--- src/rtl/matmul_host_sequencer_if.sv ---
// matmul_host_sequencer_if: command, operand-row, engine, register-bus and result signals of the sequencer
interface matmul_host_sequencer_if #(
  parameter int DATA_WIDTH = 32,
  parameter int BUS_WIDTH = 64,
  parameter int ADDR_WIDTH = 32
);
  localparam int MAX_DIM = BUS_WIDTH / DATA_WIDTH;
  logic cmd_valid_i;
  logic cmd_ready_o;
  logic [15:0] cmd_ctrl_i;
  logic row_valid_i;
  logic row_ready_o;
  logic [BUS_WIDTH-1:0] row_data_i;
  logic done_i;
  logic [ADDR_WIDTH-1:0] address_o;
  logic [BUS_WIDTH-1:0] data_o;
  logic write_enable_o;
  logic [MAX_DIM-1:0] strobe_o;
  logic [BUS_WIDTH-1:0] data_i;
  logic res_valid_o;
  logic res_ready_i;
  logic [BUS_WIDTH-1:0] res_data_o;
  logic [BUS_WIDTH-1:0] flags_o;
  logic job_done_o;
  logic error_o;
  modport master (
    input cmd_valid_i, cmd_ctrl_i, row_valid_i, row_data_i, done_i, data_i, res_ready_i,
    output cmd_ready_o, row_ready_o, address_o, data_o, write_enable_o, strobe_o,
    output res_valid_o, res_data_o, flags_o, job_done_o, error_o
  );
  modport slave (
    output cmd_valid_i, cmd_ctrl_i, row_valid_i, row_data_i, done_i, data_i, res_ready_i,
    input cmd_ready_o, row_ready_o, address_o, data_o, write_enable_o, strobe_o,
    input res_valid_o, res_data_o, flags_o, job_done_o, error_o
  );
endinterface

--- src/rtl/matmul_host_sequencer.sv ---
// matmul_host_sequencer: loads operand rows, starts the engine, then drains the scratchpad and FLAGS
module matmul_host_sequencer #(
  parameter int DATA_WIDTH = 32,
  parameter int BUS_WIDTH = 64,
  parameter int ADDR_WIDTH = 32,
  parameter int TIMEOUT = 1024,
  parameter int START_BIT_POS = 0
) (
  input logic clk_i,
  input logic rst_i,
  matmul_host_sequencer_if.master bus
);
  localparam int MAX_DIM = BUS_WIDTH / DATA_WIDTH;
  localparam int NE = MAX_DIM * MAX_DIM;
  localparam int RW = $clog2(MAX_DIM + 1);
  localparam int EW = $clog2(NE + 1);
  localparam int TW = $clog2(TIMEOUT + 1);
  localparam logic [4:0] CONTROL = 5'b00000;
  localparam logic [4:0] OPERAND_A = 5'b00100;
  localparam logic [4:0] OPERAND_B = 5'b01100;
  localparam logic [4:0] FLAGS = 5'b01000;
  localparam logic [4:0] SP = 5'b10000;
  typedef enum logic [2:0] {IDLE, LOAD_A, LOAD_B, START, WAIT_DONE, READ_SP, READ_FLAGS} state_t;
  state_t state;
  logic [15:0] ctrl;
  logic [RW-1:0] row_cnt;
  logic [EW-1:0] elem;
  logic [TW-1:0] tmo;
  function automatic logic [ADDR_WIDTH-1:0] addr(input logic [4:0] op, input int unsigned idx);
    return (ADDR_WIDTH'(idx) << 5) | ADDR_WIDTH'(op);
  endfunction
  assign bus.cmd_ready_o = state == IDLE && !rst_i;
  assign bus.row_ready_o = state == LOAD_A || state == LOAD_B;
  always_ff @(posedge clk_i) begin
    if (rst_i) begin
      state <= IDLE;
      ctrl <= '0;
      row_cnt <= '0;
      elem <= '0;
      tmo <= '0;
      bus.address_o <= '0;
      bus.data_o <= '0;
      bus.write_enable_o <= 1'b0;
      bus.strobe_o <= '0;
      bus.res_valid_o <= 1'b0;
      bus.res_data_o <= '0;
      bus.flags_o <= '0;
      bus.job_done_o <= 1'b0;
      bus.error_o <= 1'b0;
    end else begin
      bus.write_enable_o <= 1'b0;
      bus.strobe_o <= '0;
      bus.job_done_o <= 1'b0;
      bus.error_o <= 1'b0;
      case (state)
        IDLE: if (bus.cmd_valid_i) begin
          ctrl <= bus.cmd_ctrl_i;
          row_cnt <= '0;
          state <= LOAD_A;
        end
        LOAD_A, LOAD_B: if (bus.row_valid_i) begin
          bus.write_enable_o <= 1'b1;
          bus.strobe_o <= '1;
          bus.data_o <= bus.row_data_i;
          bus.address_o <= addr(state == LOAD_A ? OPERAND_A : OPERAND_B, 32'(row_cnt));
          row_cnt <= row_cnt + 1'b1;
          if (row_cnt == RW'(MAX_DIM - 1)) begin
            row_cnt <= '0;
            state <= state == LOAD_A ? LOAD_B : START;
          end
        end
        START: begin
          bus.write_enable_o <= 1'b1;
          bus.strobe_o <= '1;
          bus.address_o <= addr(CONTROL, 0);
          bus.data_o <= BUS_WIDTH'(ctrl | (16'd1 << START_BIT_POS));
          tmo <= '0;
          state <= WAIT_DONE;
        end
        WAIT_DONE: if (bus.done_i) begin
          elem <= '0;
          bus.address_o <= addr(SP, 0);
          state <= READ_SP;
        end else if (tmo == TW'(TIMEOUT - 1)) begin
          bus.job_done_o <= 1'b1;
          bus.error_o <= 1'b1;
          state <= IDLE;
        end else tmo <= tmo + 1'b1;
        // each element takes a capture edge then a handshake edge, so res_data_o never changes while offered
        READ_SP: if (!bus.res_valid_o) begin
          bus.res_data_o <= bus.data_i;
          bus.res_valid_o <= 1'b1;
        end else if (bus.res_ready_i) begin
          bus.res_valid_o <= 1'b0;
          elem <= elem + 1'b1;
          bus.address_o <= elem == EW'(NE - 1) ? addr(FLAGS, 0) : addr(SP, 32'(elem) + 32'd1);
          if (elem == EW'(NE - 1)) state <= READ_FLAGS;
        end
        READ_FLAGS: begin
          bus.flags_o <= bus.data_i;
          bus.job_done_o <= 1'b1;
          state <= IDLE;
        end
        default: state <= IDLE;
      endcase
    end
  end
endmodule

--- src/flat_wrapper.sv ---
// flat-port wrapper written by rule: the top's interface ports become plain ports
module matmul_host_sequencer_flat 
#(
  parameter int DATA_WIDTH = 32,
  parameter int BUS_WIDTH = 64,
  parameter int ADDR_WIDTH = 32,
  parameter int TIMEOUT = 1024,
  parameter int START_BIT_POS = 0
)
  (clk_i, rst_i, bus_cmd_valid_i, bus_cmd_ctrl_i, bus_row_valid_i, bus_row_data_i, bus_done_i, bus_data_i, bus_res_ready_i, bus_cmd_ready_o, bus_row_ready_o, bus_address_o, bus_data_o, bus_write_enable_o, bus_strobe_o, bus_res_valid_o, bus_res_data_o, bus_flags_o, bus_job_done_o, bus_error_o);
  matmul_host_sequencer_if #(.DATA_WIDTH(DATA_WIDTH), .BUS_WIDTH(BUS_WIDTH), .ADDR_WIDTH(ADDR_WIDTH)) bus_i ();
  input logic clk_i;
  input logic rst_i;
  input wire logic [$bits(bus_i.cmd_valid_i)-1:0] bus_cmd_valid_i;
  input wire logic [$bits(bus_i.cmd_ctrl_i)-1:0] bus_cmd_ctrl_i;
  input wire logic [$bits(bus_i.row_valid_i)-1:0] bus_row_valid_i;
  input wire logic [$bits(bus_i.row_data_i)-1:0] bus_row_data_i;
  input wire logic [$bits(bus_i.done_i)-1:0] bus_done_i;
  input wire logic [$bits(bus_i.data_i)-1:0] bus_data_i;
  input wire logic [$bits(bus_i.res_ready_i)-1:0] bus_res_ready_i;
  output wire logic [$bits(bus_i.cmd_ready_o)-1:0] bus_cmd_ready_o;
  output wire logic [$bits(bus_i.row_ready_o)-1:0] bus_row_ready_o;
  output wire logic [$bits(bus_i.address_o)-1:0] bus_address_o;
  output wire logic [$bits(bus_i.data_o)-1:0] bus_data_o;
  output wire logic [$bits(bus_i.write_enable_o)-1:0] bus_write_enable_o;
  output wire logic [$bits(bus_i.strobe_o)-1:0] bus_strobe_o;
  output wire logic [$bits(bus_i.res_valid_o)-1:0] bus_res_valid_o;
  output wire logic [$bits(bus_i.res_data_o)-1:0] bus_res_data_o;
  output wire logic [$bits(bus_i.flags_o)-1:0] bus_flags_o;
  output wire logic [$bits(bus_i.job_done_o)-1:0] bus_job_done_o;
  output wire logic [$bits(bus_i.error_o)-1:0] bus_error_o;
  assign bus_i.cmd_valid_i = bus_cmd_valid_i;
  assign bus_i.cmd_ctrl_i = bus_cmd_ctrl_i;
  assign bus_i.row_valid_i = bus_row_valid_i;
  assign bus_i.row_data_i = bus_row_data_i;
  assign bus_i.done_i = bus_done_i;
  assign bus_i.data_i = bus_data_i;
  assign bus_i.res_ready_i = bus_res_ready_i;
  assign bus_cmd_ready_o = bus_i.cmd_ready_o;
  assign bus_row_ready_o = bus_i.row_ready_o;
  assign bus_address_o = bus_i.address_o;
  assign bus_data_o = bus_i.data_o;
  assign bus_write_enable_o = bus_i.write_enable_o;
  assign bus_strobe_o = bus_i.strobe_o;
  assign bus_res_valid_o = bus_i.res_valid_o;
  assign bus_res_data_o = bus_i.res_data_o;
  assign bus_flags_o = bus_i.flags_o;
  assign bus_job_done_o = bus_i.job_done_o;
  assign bus_error_o = bus_i.error_o;
  matmul_host_sequencer #(.DATA_WIDTH(DATA_WIDTH), .BUS_WIDTH(BUS_WIDTH), .ADDR_WIDTH(ADDR_WIDTH), .TIMEOUT(TIMEOUT), .START_BIT_POS(START_BIT_POS)) u_core (.clk_i(clk_i), .rst_i(rst_i), .bus(bus_i));
endmodule
--- config.mk ---
export PLATFORM = sky130hd
export DESIGN_NAME = matmul_host_sequencer_flat
export DESIGN_NICKNAME = d
export VERILOG_FILES = /design/src/rtl/matmul_host_sequencer_if.sv /design/src/rtl/matmul_host_sequencer.sv /design/src/flat_wrapper.sv
export SDC_FILE = /design/constraint.sdc
export NUM_CORES = 1
export LEC_CHECK = 0
export BUFFER_PORTS_ARGS = -buffer_cell sky130_fd_sc_hd__clkbuf_2
export CAP_MARGIN = 25
export CORE_AREA = 2 2 149 151
export DETAILED_ROUTE_END_ITERATION = 10
export DIE_AREA = 0 0 151 153
export PLACE_DENSITY = 0.72
export SYNTH_ARGS = -nofsm -noshare
export SYNTH_HDL_FRONTEND = slang
export SYNTH_SLANG_ARGS = --single-unit
--- constraint.sdc ---
create_clock -name clk_i -period 3.3 [get_ports clk_i]
set_clock_uncertainty 0.1 [all_clocks]
set_input_delay 0.66 -clock clk_i [delete_from_list [all_inputs] [get_ports clk_i]]
set_output_delay 0.66 -clock clk_i [all_outputs]
set_load 0.02 [all_outputs]
# --- After elaboration in Yosys (flattened, before gate mapping) ---
# Index checks and enable logic that the tools add are counted.
totals:
  reg_bits: 265
  output_inout_bits: 232
  word_cells: 98
op_classes:
  addsub: 4
  eq_ne: 19
  muxes: 39
  bitwise: 3
  n_reduce_logical: 19
ops:
  columns: ["cell", "count"]
  rows:
  - ["32-bit 2-to-1 mux", 5]
  - ["32-bit one-hot mux with 4 select lines", 1]
  - ["64-bit one-hot mux with 2 select lines", 1]
  - ["64-bit 2-to-1 mux", 1]
  - ["3-bit 2-to-1 mux", 11]
  - ["11-bit 2-to-1 mux", 2]
  - ["11-bit one-hot mux with 2 select lines", 1]
  - ["3-bit one-hot mux with 5 select lines", 1]
  - ["2-bit != test (second input constant)", 6]
  - ["11-bit by 1-bit adder with 11-bit output (second input constant)", 1]
  - ["11-bit by 10-bit == test with 1-bit output (second input constant)", 1]
  - ["3-bit by 2-bit == test with 1-bit output (second input constant)", 3]
  - ["3-bit == test (second input constant)", 3]
  - ["2-bit 2-to-1 mux", 4]
  - ["2-bit one-hot mux with 2 select lines", 2]
  - ["2-bit nonzero test", 4]
  - ["7-bit by 5-bit OR with 7-bit output", 1]
  - ["7-bit AND reduction", 1]
  - ["1-bit 2-to-1 mux", 6]
  - ["2-bit by 1-bit != test with 1-bit output (second input constant)", 3]
  - ["3-bit one-hot mux with 2 select lines", 1]
  - ["2-bit AND reduction", 3]
  - ["3-bit AND reduction", 2]
  - ["5-bit AND reduction", 1]
  - ["16 further kinds", 19]

# --- Longest topological paths before layout ---
# Gate-level depths: netlist (run 1).
depth:
  depth_word: 5
  mapped_depth: 7
  ltp_nobuf: 6

# --- Least setup slack after synthesis (run 1) ---
# OpenSTA, ideal clock, no wires.
synth_path:
  kind: "input port to output port"
  startpoint: "input rst_i"
  endpoint: "output bus_cmd_ready_o"
  arrival_time_ns: 1.331
  setup_slack_ns: 1.209
  cell_stages: 3
  n_path_buf: 2
  cell_sequence: "clkbuf_1 -> clkbuf_1 -> nor2_1"
synth_via:
  elab_chain_cells: 2
synth_lines:
  columns: ["element", "line_no", "source"]
  rows:
  - ["start, declared", "flat_wrapper.sv:13", "input logic rst_i;"]
  - ["1-bit logical NOT", "matmul_host_sequencer.sv:32", "assign bus.cmd_ready_o = state == IDLE && !rst_i;"]
  - ["1-bit logical AND", "matmul_host_sequencer.sv:32", null]
  - ["end, declared", "flat_wrapper.sv:21", "output wire logic [$bits(bus_i.cmd_ready_o)-1:0] bus_cmd_ready_o;"]
# No other way between the ends.

# --- Worst setup path after layout (run 1) ---
layout_path:
  startpoint: "register u_core.state[1]"
  endpoint: "output bus_row_ready_o"
layout_via:
  elab_chain_cells: 2
  elab_cells_between_ends: 3
  classes_between: "eq/ne: 2; reduce/logical: 1"
layout_lines:
  columns: ["element", "line_no", "source"]
  rows:
  - ["start, declared", "matmul_host_sequencer.sv:24", "state_t state;"]
  - ["start signal, assigned", "matmul_host_sequencer.sv:69", "state <= state == LOAD_A ? LOAD_B : START;"]
  - ["3-bit by 1-bit == test with 1-bit output or 3-bit by 2-bit == test with 1-bit output (tied branches)", "matmul_host_sequencer.sv:33", "assign bus.row_ready_o = state == LOAD_A || state == LOAD_B;"]
  - ["1-bit logical OR *", "matmul_host_sequencer.sv:33", null]
  - ["end, declared", "flat_wrapper.sv:22", "output wire logic [$bits(bus_i.row_ready_o)-1:0] bus_row_ready_o;"]
# Every way passes the cells marked *; elsewhere a longest branch is shown, timed or not.

==> results.md, run 1 <==
* Global-route wire length before repair at ~41000 µm
* Post-synth top flop: dfxtp_1
* Worst reg2reg path depth at 5
* Yosys reg bits at around 240
* Area Overhead vs Synth at 30.7%
* Post-synth EDFFs at 0
* Layout cells sized above 1 at just under 30%
* RSZ-0062 raised after global routing: no
* Post-layout min period at about 2.7 ns
* Pins Over Slew Limit at 0
* Kind of start point of the critical path: flip-flop
* Post-synthesis cell type count at 53
* R2R Setup Slk at 1.09 ns
* Maximum VDD drop at 0.465 mV
* Post-Syn Instances at 1128
* Count of final setup violators at 0
* Setup CP Type: reg -> out
* Type of the most critical hold path: in -> reg
* Tightest Pin Transition at around 0.80 ns
* N_diodes at 0
* Pre-antenna DRT Iters at 7
* Vert. Die Dim at roughly 150 µm
* Status: finished clean
* DR vias/cell at a little over 5
* Mapped Area at 9030 µm²
* Leak Pwr at 4.98 nW
* Vias in the first global route at 8035
* DP Wirelength at 18000 µm
* Hold Crit Depth at 3
* Vias at 8765
* Pwr dens at 660 nW/µm²
* Io pins at between 300 and 400
* Syn Area/Cell at 8.00 µm²
* Design area at 11800 µm²
* DIE AREA at 23100 µm²
* Fraction of registers with async set/reset at 0%
* CTS H-Tree Depth at 1
* Width of the die at 151 µm
* Final GP Congestion at 0.771
* Clock Path Buffers at 3
* Buffers & Inverters on Critical Path at 1
* CP top delay family: flip-flops
* Max cap viols at 0
* Root Buffer Master: clkbuf_16
* PortBufs at 355
* Sequential-to-total area share from yosys stat at 52.6%
* Syn. warnings at 0
* Worst setup EP type: output pin
* Worst hold start: bus_cmd_ctrl_i[12]
* Post-route antenna net violation count at 0
* CP cell instances: xnor2_1 > nor2_1 > clkbuf_2
* Fillers at 2007
* DP Area at ~11000 µm²
* Cts hold-fix bufs at 0
* DR iter-0 viols at 470
* Total Power at 7.79 mW
* Num CTS Buffers at 25
* Grt ovf at 0
* Fmax at 365 MHz
* Setup TNS at 0 ns
* Gr usage total at 21.7%
* Pin count of the biggest net entering global routing at 145
* Fin crit share at 82.9%
* Initial antenna violation count at 0
* CP max stage delay at 0.84 ns
* Launching point of the worst reg2reg path: u_core.state[1]
* Row Count at 54
* Initial Utilization at 42.0%
* Setup bufs post-CTS at 0
* # DRC at 0
* Worst-path fanout max at 20
* CP max-delay cell: dfxtp_1
* Hold path endpoint: u_core.ctrl[12]
* Reg-to-Reg End: u_core.bus.res_data_o[24]
* Req. time, crit path at 2.54 ns
* Max-Slew Margin vs Limit at ~47%
* Arr. time, crit path at a little under 2 ns
* Clk Latency, worst-skew pair at 0.53 ns
* Worst-path clk slew at 0.06 ns
* TritonCTS clock tree: built
* Core ar. at 21500 µm²
* Cts repair resizes at 0
* DR WL/cell at approximately 15 µm
* Post-Route WL at 26600 µm
* Clock sink count at 237
* Fin. Hold Viols at 0
* Final #Nets at between 1500 and 2000
worst register-to-register path, stage by stage, from the launching register on:
cell and delay [ns]:
dfxtp_1 0.56, nand3b_1 0.41, nor2_4 0.57, buf_4 0.29, nand2_1 0.09, a21oi_1 0.12
through the flow:
stage	hold WS, ns	utilization, %	std cells	worst slack [ns]
2_1_floorplan	0.337	-	1152	1.21
5_1_grt	0.233	54.9	1736	0.401
3_5_place_dp	0.346	50.8	1694	1.02
4_1_cts	0.228	54.9	1736	0.555
3_3_place_gp	0.342	50.8	1694	1.04
6_report	0.251	54.9	1736	0.564
how the worst max path moves through the flow:
| stage | from | end | slack (ns) | cells past startpoint |
|---|---|---|---|---|
| 2_1_floorplan | rst_i | bus_cmd_ready_o | 1.21 | 3 |
| 4_1_cts | u_core.state[1] | bus_row_ready_o | 0.55 | 3 |
| 3_5_place_dp | rst_i | u_core.tmo[4] | 1.02 | 5 |
| 6_report | u_core.state[1] | bus_row_ready_o | 0.56 | 3 |
| 5_1_grt | u_core.state[1] | bus_row_ready_o | 0.40 | 3 |
| 3_3_place_gp | rst_i | u_core.tmo[4] | 1.04 | 5 |
where the power goes:
group	switching (mW)	total, mW	leakage [nW]	internal, mW
clock	1.14	3.00	0.423	1.86
sequential	0.143	3.24	1.92	3.09
combinational	1.05	1.55	2.64	0.499
total	2.33	7.79	4.98	5.45
cell families after synthesis:
kind of cell | after synthesis | share of synthesized area, %
buffers and inverters | 116 | 6.40
AND/OR/NAND/NOR | 489 | 22.6
other | 1 | 0.0415
AO/OA/AOI/OAI | 278 | 17.4
multiplexers | 1 | 0.111
adder cells (fa/ha/maj) | 4 | 0.554
flip-flops | 237 | 52.6
XOR/XNOR | 2 | 0.277
state kept, by name, summed over array words and instances (netlist names):
register,flops
u_core.bus.address_o,7
u_core.bus.strobe_o,1
u_core.elem,3
u_core.ctrl,15
u_core.state,3
u_core.row_cnt,2
u_core.tmo,11
u_core.bus.res_data_o,64
u_core.bus.job_done_o,1
u_core.bus.flags_o,64
u_core.bus.error_o,1
u_core.bus.data_o,64
u_core.bus.res_valid_o,1
cells in the mapped netlist, drive strengths merged, types with 2 or more instances:
cell	n	area share (%)
nand3b	3	0.25
a21oi	225	12
and3	6	0.43
and2	3	0.21
a31oi	3	0.21
nand3	36	2.1
and4	2	0.21
o41ai	2	0.49
o211ai	3	0.25
a21o	3	0.25
a22oi	18	1.5
ha	4	0.55
nand4	2	0.14
o22a	6	0.60
dfxtp	237	53
clkbuf	49	2.0
nor3	10	0.55
or3	3	0.21
nor3b	2	0.22
a211oi	4	0.33
and3b	2	0.19
nor2	23	0.98
nor2b	2	0.14
a21boi	2	0.17
o21ai	4	0.22
inv	7	0.29
nand2	384	16
buf	60	4.1
nand2b	9	0.62
placed cells by master (no fill, tap or decap), drive strengths merged, types with 3 or more instances in the layout:
master	count
o22a	6
dfxtp	237
or3	3
a22oi	18
ha	4
o211ai	3
inv	8
bufinv	5
nand2b	9
and3	6
nand3b	3
nor2	23
clkbuf	385
nand3	36
o21ai	4
a211oi	4
nand2	384
conb	25
buf	17
a21o	3
clkinvlp	3
a31oi	3
nor3	10
a21oi	225
and2	3
per-layer routing:
layer	track usage [%]	vias to the layer above	part of all wire, %
li1	-	4327	-
met5	0	-	0
met1	25.2	4034	39
met4	6.10	0	2.2
met2	38.5	355	49
met3	6.39	49	9.7
area by class of cell:
class	count	area [µm²]	share of cell area [%]
Timing Repair Buffer	371	1980	16.8
Clock buffer	31	688	5.83
Sequential cell	237	4740	40.2
Multi-Input combinational cell	799	3810	32.3
Tap cell	280	350	2.97
Clock inverter	11	191	1.62
Inverter	7	26.3	0.223
Note: power is estimated with default switching activity, not from simulation.
==> run 2: changes to the inputs <==
--- a/config.mk
+++ b/config.mk
@@ -7,10 +7,10 @@
 export LEC_CHECK = 0
 export BUFFER_PORTS_ARGS = -buffer_cell sky130_fd_sc_hd__clkbuf_2
 export CAP_MARGIN = 25
-export CORE_AREA = 2 2 149 151
+export CORE_MARGIN = 1.5
+export CORE_UTILIZATION = 43
 export DETAILED_ROUTE_END_ITERATION = 10
-export DIE_AREA = 0 0 151 153
-export PLACE_DENSITY = 0.72
+export PLACE_DENSITY = 0.76
 export SYNTH_ARGS = -nofsm -noshare
 export SYNTH_HDL_FRONTEND = slang
 export SYNTH_SLANG_ARGS = --single-unit
==> constraint.sdc (replaced) <==
create_clock -name clk_i -period 2.4 [get_ports clk_i]
set_clock_uncertainty 0.1 [all_clocks]
set_input_delay 0.48 -clock clk_i [delete_from_list [all_inputs] [get_ports clk_i]]
set_output_delay 0.48 -clock clk_i [all_outputs]
set_load 0.02 [all_outputs]
==> run 2 against run 1 <==
Global-route usage rose by 0.59 points. Routed wire length shrank 4.0%. Worst hold slack got worse by 0.18 ns. Worst setup slack worse by 0.45 ns. Critical endpoint is now bus_cmd_ready_o. Largest power group unchanged.
==> results.md, run 2 (same netlist as run 1, synthesis figures left out) <==
* Setup CP Type: reg -> out
* Global-route wire length before repair at 40200 µm (-2.0%)
* Worst-path fanout max at 17 (-15%)
* Kind of start point of the critical path: flip-flop
* Clock sink count at 237 (unchanged)
* RSZ-0062 raised after global routing: no
* Final #Nets at 1607 (+0.75%)
* TritonCTS clock tree: built
* Fin crit share at a little over nine tenths
* Pwr dens at 886 nW/µm² (+34%)
* Cts hold-fix bufs at 0 (unchanged)
* Io pins at 382 (unchanged)
* Req. time, crit path at 1.82 ns (-0.72 ns)
* Width of the die at 148 µm (-2.1%)
* Cts repair resizes at 0 (unchanged)
* Fillers at 1860 (-7.3%)
* Worst reg2reg path depth at 6 (+1)
* Worst hold start: bus_row_data_i[41]
* Area Overhead vs Synth at 31.7%
* Placed Cells incl. Taps at 1696 (+0.12%)
* Most common cell after layout, fill and taps aside: nand2_1
* Num CTS Buffers at 25 (unchanged)
* Leak Pwr at 5.04 nW (+1.2%)
* Vias in the first global route at 8183 (+1.8%)
* Post-layout min period at 2.28 ns
* Final cell count without fillers at 1741 (+0.29%)
* Grt ovf at 0 (unchanged)
* Maximum VDD drop at 0.621 mV (+34%)
* Top flop regs: u_core.bus.data_o: 64 flops, u_core.bus.flags_o: 64 flops, u_core.bus.res_data_o: 64 flops
* Root Buffer Master: clkbuf_16
* Worst hold margin at 0.0741 ns (-0.177 ns)
* Setup TNS at 0 ns (unchanged)
* CTS H-Tree Depth at 1 (unchanged)
* PortBufs at 355 (unchanged)
* Initial antenna violation count at 0 (unchanged)
* Pins Over Slew Limit at 0 (unchanged)
* Worst setup EP type: output pin
* Setup bufs post-CTS at 0 (unchanged)
* Initial Utilization at 44.2% (+2.2 points)
* Vert. Die Dim at 148 µm (-3.3%)
* Crit. Startpoint: u_core.state[0]
* Pin count of the biggest net entering global routing at 118 (-19%)
* Layout cells sized above 1 at 30.3% (+0.72 points)
* Type of the most critical hold path: in -> reg
* Pre-antenna DRT Iters at 5 (-2)
* Row Count at 52 (-3.7%)
* Post-Route WL at 25600 µm (-4.0%)
* Clk Latency, worst-skew pair at 0.52 ns (about the same)
* DR vias/cell at 5.04 (about the same)
* R2R Setup Slk at 0.32 ns (-0.77 ns)
* Gr usage total at 22.3% (+0.59 points)
* Fmax at around 440 MHz
* Count of final setup violators at 0 (unchanged)
* Tightest Pin Transition at 0.668 ns (-0.132 ns)
* Core ar. at 20400 µm² (-4.9%)
* DR WL/cell at 14.7 µm (-4.2%)
* Most frequent cells in the layout: nand2_1, clkbuf_2, dfxtp_1, a21oi_1, nand3_1
* DR iter-0 viols at 365 (-22%)
* Post-layout util at 58.2% (+3.3 points)
* Clock Path Buffers at 3 (unchanged)
* DIE AREA at 21900 µm² (-5.3%)
* Vias at 8782 (+0.19%)
* CP Capture Point: bus_cmd_ready_o
* DP Wirelength at 17800 µm (-1.1%)
* Max-Slew Margin vs Limit at 55.5% (+8.8 points)
* Launching point of the worst reg2reg path: u_core.state[1]
* Worst-path clk slew at 0.06 ns (about the same)
* # DRC at 0 (unchanged)
* Post-route antenna net violation count at 0 (unchanged)
* Max cap viols at 0 (unchanged)
* Status: finished clean
* Arr. time, crit path at 1.70 ns (-0.28 ns)
* Final GP Congestion at 0.836 (+8.4%)
* Fin. Hold Viols at 0 (unchanged)
* N_diodes at 0 (unchanged)
* Reg-to-Reg End: u_core.bus.data_o[59]
run 2: power by group:
group          leakage [nW]  switching [mW]  internal (mW)
clock                 0.409            1.59           2.37
combinational          2.72            1.43          0.707
sequential             1.92           0.187           4.26
total                  5.04            3.21           7.33
run 2: area by class of cell:
type | count | area, µm² | area share (%)
well taps | 270 | 338 | 2.84
multi-input cells | 799 | 3810 | 32.1
repair buffers | 383 | 2110 | 17.8
clock inverters | 12 | 150 | 1.26
inverters | 7 | 26.3 | 0.221
clock buffers | 33 | 696 | 5.85
flip-flops and latches | 237 | 4750 | 39.9
run 2: through the flow:
| step | worst slack, ns | area (µm²) | power (mW) |
|---|---|---|---|
| after floorplan | 0.532 | 9120 | 5.97 |
| after global placement | 0.344 | 11000 | 6.63 |
| after detailed placement | 0.269 | 11000 | 6.66 |
| after CTS | 0.00596 | 11900 | 10.6 |
| after global routing | 0.0188 | 11900 | 11.0 |
| final | 0.117 | 11900 | 10.5 |
run 2: critical path, stage by stage, from the launching register on:
cell	delay, ns
dfxtp_2	0.35
buf_6	0.16
or3_1	0.39
nor2_1	0.10
clkbuf_2	0.18
run 2: metal layers:
| layer | wire (µm) | vias to the layer above | global-route usage (%) |
|---|---|---|---|
| met1 | 9970 | 4033 | 25.8 |
| li1 | - | 4359 | - |
| met3 | 2170 | 50 | 5.65 |
| met4 | 697 | 0 | 7.92 |
| met2 | 12700 | 340 | 39.8 |
| met5 | 0 | - | 0 |
run 2: worst min path at each step:
| stage | end | slack [ns] | depth (start not counted) |
|---|---|---|---|
| 2_1_floorplan | u_core.ctrl[10] | 0.34 | 2 |
| 3_3_place_gp | u_core.bus.flags_o[42] | 0.34 | 2 |
| 3_5_place_dp | u_core.bus.flags_o[52] | 0.35 | 2 |
| 4_1_cts | u_core.ctrl[4] | 0.06 | 3 |
| 5_1_grt | u_core.ctrl[12] | 0.07 | 3 |
| 6_report | u_core.bus.data_o[41] | 0.07 | 3 |
